[src/rtl/noc_port_arbiter_mux.sv]
// N-input NoC output-port multiplexer: internal arbitration, valid/ready handshakes,
// wormhole packet locking and a single registered output flit.
//
// state  | meaning
// IDLE   | between packets; arbitrate among valid channels every cycle
// LOCKED | mid-packet; only grant_idx may send until its tail flit transfers
module noc_port_arbiter_mux #(
    parameter int NUM_INPUTS       = 3,
    parameter int DATA_PACKET_SIZE = 10,
    parameter int ARB_MODE         = 0,
    parameter int SEL_W            = $clog2(NUM_INPUTS)
) (
    input  logic                                  clk,
    input  logic                                  reset,
    input  logic [NUM_INPUTS*DATA_PACKET_SIZE-1:0] in_data,
    input  logic [NUM_INPUTS-1:0]                 in_valid,
    input  logic [NUM_INPUTS-1:0]                 in_last,
    output logic [NUM_INPUTS-1:0]                 in_ready,
    output logic [DATA_PACKET_SIZE-1:0]           out_data,
    output logic                                  out_valid,
    output logic                                  out_last,
    input  logic                                  out_ready,
    output logic [SEL_W-1:0]                      grant_idx,
    output logic                                  locked
);

    typedef enum logic {IDLE, LOCKED} state_t;

    localparam logic [SEL_W:0]   NUM_W    = (SEL_W+1)'(NUM_INPUTS);
    localparam logic [SEL_W-1:0] LAST_IDX = SEL_W'(NUM_INPUTS - 1);

    state_t                      state;
    state_t                      state_next;
    logic [SEL_W-1:0]            rr_ptr;
    logic [SEL_W-1:0]            rr_sel;
    logic [SEL_W-1:0]            rr_idx;
    logic [SEL_W:0]              rr_sum;
    logic                        rr_found;
    logic [SEL_W-1:0]            fp_sel;
    logic                        fp_found;
    logic [SEL_W-1:0]            sel;
    logic                        sel_valid;
    logic                        load_en;
    logic                        transfer;
    logic [DATA_PACKET_SIZE-1:0] chan_data [NUM_INPUTS];

    always_comb begin
        for (int i = 0; i < NUM_INPUTS; i++) begin
            chan_data[i] = in_data[i*DATA_PACKET_SIZE +: DATA_PACKET_SIZE];
        end
    end

    // Round-robin: first valid channel at or above rr_ptr, wrapping modulo NUM_INPUTS.
    always_comb begin
        rr_sel   = '0;
        rr_found = 1'b0;
        rr_sum   = '0;
        rr_idx   = '0;
        for (int k = 0; k < NUM_INPUTS; k++) begin
            rr_sum = {1'b0, rr_ptr} + (SEL_W+1)'(k);
            if (rr_sum >= NUM_W) begin
                rr_sum = rr_sum - NUM_W;
            end
            rr_idx = rr_sum[SEL_W-1:0];
            if (!rr_found && in_valid[rr_idx]) begin
                rr_found = 1'b1;
                rr_sel   = rr_idx;
            end
        end
    end

    always_comb begin
        fp_sel   = '0;
        fp_found = 1'b0;
        for (int i = NUM_INPUTS - 1; i >= 0; i--) begin
            if (in_valid[i]) begin
                fp_found = 1'b1;
                fp_sel   = SEL_W'(i);
            end
        end
    end

    always_comb begin
        sel       = rr_sel;
        sel_valid = rr_found;
        if (state == LOCKED) begin
            sel       = grant_idx;
            sel_valid = in_valid[grant_idx];
        end else if (ARB_MODE == 1) begin
            sel       = fp_sel;
            sel_valid = fp_found;
        end
    end

    // Gating with reset keeps every channel stalled while the port is held in reset.
    assign load_en  = !out_valid || out_ready;
    assign transfer = reset && load_en && sel_valid;

    always_comb begin
        in_ready = '0;
        if (transfer) begin
            in_ready[sel] = 1'b1;
        end
    end

    always_ff @(posedge clk or negedge reset) begin
        if (!reset) begin
            state <= IDLE;
        end else begin
            state <= state_next;
        end
    end

    always_comb begin
        state_next = state;
        if (transfer) begin
            state_next = in_last[sel] ? IDLE : LOCKED;
        end
    end

    always_ff @(posedge clk or negedge reset) begin
        if (!reset) begin
            out_data  <= '0;
            out_valid <= 1'b0;
            out_last  <= 1'b0;
            grant_idx <= '0;
            rr_ptr    <= '0;
        end else begin
            if (transfer) begin
                out_data  <= chan_data[sel];
                out_last  <= in_last[sel];
                out_valid <= 1'b1;
                grant_idx <= sel;
                if (in_last[sel]) begin
                    rr_ptr <= (sel == LAST_IDX) ? '0 : sel + SEL_W'(1);
                end
            end else if (out_ready) begin
                out_valid <= 1'b0;
            end
        end
    end

    assign locked = (state == LOCKED);

endmodule

[config.mk]
export PLATFORM = sky130hd
export DESIGN_NAME = noc_port_arbiter_mux
export DESIGN_NICKNAME = d
export VERILOG_FILES = /design/src/rtl/noc_port_arbiter_mux.sv
export SDC_FILE = /design/constraint.sdc
export NUM_CORES = 1
export LEC_CHECK = 0
export CORE_MARGIN = 5
export CORE_UTILIZATION = 43
export CTS_BUF_LIST = sky130_fd_sc_hd__clkbuf_4 sky130_fd_sc_hd__clkbuf_8 sky130_fd_sc_hd__clkbuf_16
export DETAILED_ROUTE_END_ITERATION = 8
export HOLD_SLACK_MARGIN = 0.08
export PLACE_DENSITY = 0.8
export SYNTH_ARGS = -nofsm -noshare
export SYNTH_HDL_FRONTEND = slang
export SYNTH_SLANG_ARGS = --single-unit
export TNS_END_PERCENT = 1
[constraint.sdc]
create_clock -name clk -period 3.05 [get_ports clk]
set_clock_uncertainty 0.15 [all_clocks]
set_input_delay 0.305 -clock clk [delete_from_list [all_inputs] [get_ports clk]]
set_output_delay 0.305 -clock clk [all_outputs]
set_load 0.005 [all_outputs]
==> out/qor.json <==
{
  "outcome": {"value": "finished with violations"},
  "violations_in_the_final_reports": {"value": "negative setup slack"},
  "worst_path_cell_trace": {"value": "inv_4, ha_4, nand4bb_1, o211ai_1, o41ai_4, and2_4, nor3_2, clkdlybuf4s50_1"},
  "power.switching": {"value": 0.625, "unit": "mW"},
  "grt_antenna_before_repair": {"value": 0},
  "worst-slew-pin-transition": {"value": 0.355, "unit": "ns"},
  "port-buffer-count": {"value": 56},
  "design.die.area": {"value": 4420, "unit": "um2"},
  "layout.cells.most_common": {"value": "clkdlybuf4s50_1"},
  "max_clock_freq": {"value": 326, "unit": "MHz"},
  "overflow": {"value": 0},
  "synth-xor-area-share": {"value": 0},
  "grt_pass1_wl": {"value": 6560, "unit": "um"},
  "die_height": {"value": 66.5, "unit": "um"},
  "synth_fp_nets": {"value": 174},
  "start_kind": {"value": "flop"},
  "mostFrequentLayoutCells": {"value": "clkdlybuf4s50_1 (54), dfrtp_1 (15), buf_4 (14)"},
  "timing.critical_path.fanout_max": {"value": 9},
  "clock_tree.htree_level_count": {"value": 1},
  "timing.final.crit_share": {"value": 1.00},
  "synth_top_family_by_area": {"value": "simple AND/OR/NAND/NOR gates"},
  "share_comb_of_total_power": {"value": 0.656},
  "grt_util_all_layers": {"value": 0.192},
  "vias_in_the_first_global_route": {"value": 1443},
  "pwr-share-clk": {"value": 0.082},
  "maxSlewHeadroom": {"value": 0.762},
  "hold_viol": {"value": 0},
  "final.setup.worst_slack": {"value": -0.0140, "unit": "ns"},
  "cts.sink_count": {"value": 17},
  "multi_input_comb_area": {"value": 891, "unit": "um2"},
  "placed_cells": {"value": 230},
  "max-vdd-ir-drop": {"value": 0.396, "unit": "mV"},
  "synth.area.mux_share": {"value": 0.105},
  "fillerInstances": {"value": 234},
  "place_congestion": {"value": 0.784},
  "cts_tree": {"value": "yes"},
  "power_per_cell_area": {"value": 766, "unit": "nW/um2"},
  "setup.worst_path.class": {"value": "flop to output pin"},
  "drv_slew": {"value": 0},
  "drt-pass1-iter-count": {"value": 4},
  "worst_path_top_cell_family_by_delay": {"value": "buffers and inverters"},
  "synth-compound-area-share": {"value": 0.224},
  "cp_slowest_stage_delay": {"value": 0.55, "unit": "ns"},
  "synth_seq_area_share": {"value": 0.310},
  "totalWireLength": {"value": 4140, "unit": "um"},
  "drv_cap": {"value": 0},
  "fin_nets": {"value": 239},
  "regArea": {"value": 428, "unit": "um2"},
  "cts.hold.buffers_added": {"value": 0},
  "place_hpwl": {"value": 3030, "unit": "um"},
  "antenna_left": {"value": 0},
  "top_level_ports": {"value": 57},
  "clk_transition_reported_paths": {"value": 0.10, "unit": "ns"},
  "utilization": {"value": 0.686},
  "cp_data_arrival_time": {"value": 2.61, "unit": "ns"},
  "synth_area": {"value": 1370, "unit": "um2"},
  "number_of_synthesized_flops_with_an_enable_pin": {"value": 0},
  "synth_fa_ha_area_frac": {"value": 0.0365},
  "timing.hold.worst.class": {"value": "input pin to asynchronous set/reset pin"},
  "power.share.switching": {"value": 0.389},
  "grt_setup_unrepaired": {"value": "yes"},
  "worstPathRequired": {"value": 2.59, "unit": "ns"},
  "setup_viol_count_final": {"value": 1},
  "synth-main-ff-cell": {"value": "dfrtp_1"},
  "die_width": {"value": 66.5, "unit": "um"},
  "final_layout_size_suffix_gt1_frac": {"value": 0.251},
  "cp_slowest_cell": {"value": "clkdlybuf4s50_1"},
  "hold_slack": {"value": 0.207, "unit": "ns"},
  "longest_clk_path_bufs": {"value": 2},
  "share_seq_of_total_power": {"value": 0.262},
  "route.detailed.wl_per_inst": {"value": 17.3, "unit": "um"},
  "postSynth.asyncResetShare": {"value": 1.00},
  "floorplan.initialDensity": {"value": 0.449},
  "synth-seq-cells": {"value": 17},
  "numCtsBuffers": {"value": 3},
  "critical_path.n_buffers_inverters": {"value": 2},
  "dr.first_iter.drc_count": {"value": 75},
  "syn_to_final_growth": {"value": 52.8, "unit": "%"},
  "total_power": {"value": 1.61, "unit": "mW"},
  "route.vias.total": {"value": 1379},
  "post_layout_instance_count_excluding_filler_cells": {"value": 239},
  "synthesis.area_per_instance": {"value": 10.5, "unit": "um2"},
  "post_synth_and_or_nand_nor_area_fraction": {"value": 0.251},
  "power.internal": {"value": 0.981, "unit": "mW"},
  "ctsRootBufferMaster": {"value": "clkbuf_4"},
  "detail_route.vias_per_cell": {"value": 5.77},
  "synthesis.yosys.warnings": {"value": 0},
  "std_cell_rows": {"value": 20},
  "core": {"value": 3050, "unit": "um2"},
  "critical_path_sink_type": {"value": "output pin"},
  "grt_start_max_net_pins": {"value": 30},
  "period_needed": {"value": 3.06, "unit": "ns"},
  "drt_drc_violations_left": {"value": 0},
  "fin_tns_setup": {"value": -0.0140, "unit": "ns"},
  "n_antenna_cell": {"value": 0},
  "leakagePower": {"value": 0.855, "unit": "nW"},
  "synth_cells": {"value": 131},
  "synth_cell_types": {"value": 46},
  "clk_latency": {"value": 0.29, "unit": "ns"}
}
[Yosys cell counts (2+ instances only)]
master,n,area [um2]
buf_4,2,15.0
mux2_2,11,124
nand2_1,8,30.0
nand3_1,2,10.0
buf_2,2,10.0
nand3b_1,3,22.5
and3_1,3,18.8
nor2b_1,4,25.0
nand4bb_1,2,22.5
nor4b_2,3,45.0
clkbuf_1,2,7.51
mux2i_1,2,20.0
o21ai_0,5,25.0
nand2b_1,6,37.5
dfrtp_1,17,425
buf_6,3,33.8
a21oi_1,2,10.0
a221o_1,11,110
nor2_1,2,7.51
nor4b_1,7,61.3
o211ai_1,2,15.0
inv_1,5,18.8
ha_1,4,50.1
[kinds of logic (layout without fill, tap and decap cells)]
kind of cell	count (synthesis)	after routing
AO/OA/AOI/OAI	34	34
adder cells (fa/ha/maj)	4	4
multiplexers	13	13
flip-flops	17	17
buffers and inverters	15	79
AND/OR/NAND/NOR	48	48
[repair_timing]
item / in CTS / in global routing
setup endpoints to repair: 3 / 3
resized for setup: 7 / 9
pin swaps: 2 / 2
buffers inserted: 3 / 2
[per-layer routing]
metal,wire [um],global-route usage,up-vias
met5,0,0,-
met2,2100,0.347,72
met1,1600,0.207,660
li1,-,-,632
met3,309,0.0489,15
met4,119,0.0914,0
[power by group through the flow]
stage	logic, mW	registers (mW)	clock network [mW]
floorplan	0.613	0.395	0
global placement	0.929	0.408	0
detailed placement	0.963	0.412	0
CTS	1.01	0.415	0.132
global route	1.14	0.435	0.144
finish	1.05	0.421	0.132
[sequential cells by signal (all words and copies together), names as in the netlist]
| signal | count |
|---|---|
| rr_ptr | 2 |
| grant_idx | 2 |
| locked | 1 |
| out_last | 1 |
| out_valid | 1 |
| out_data | 10 |
[per-stage QoR]
step	setup WS [ns]	instance area, um2
2_1_floorplan	0.482	1370
3_3_place_gp	0.0742	1970
3_5_place_dp	-0.0251	1970
4_1_cts	-0.144	2050
5_1_grt	-0.103	2100
6_report	-0.0140	2100
[worst paths after layout]
| kind | start | endpoint | slack (ns) | cells past startpoint |
|---|---|---|---|---|
| min | reset | out_data[2] | 0.21 | 2 |
| max | rr_ptr[0] | in_ready[1] | -0.01 | 8 |
| min in group clk | out_last | out_last | 0.34 | 1 |
| min reg2reg | out_last | out_last | 0.34 | 1 |
| max reg2reg | rr_ptr[0] | out_data[7] | 0.28 | 9 |
| max in group asynchronous | reset | rr_ptr[0] | 2.33 | 2 |
[area by class of cell]
cell class	count	share of cell area
multi-input combinational	99	0.425
timing repair buffer	70	0.320
sequential	17	0.204
tap	44	0.0263
clock buffer	4	0.0143
inverter	5	0.0101
Note: power is estimated with default switching activity, not from simulation.
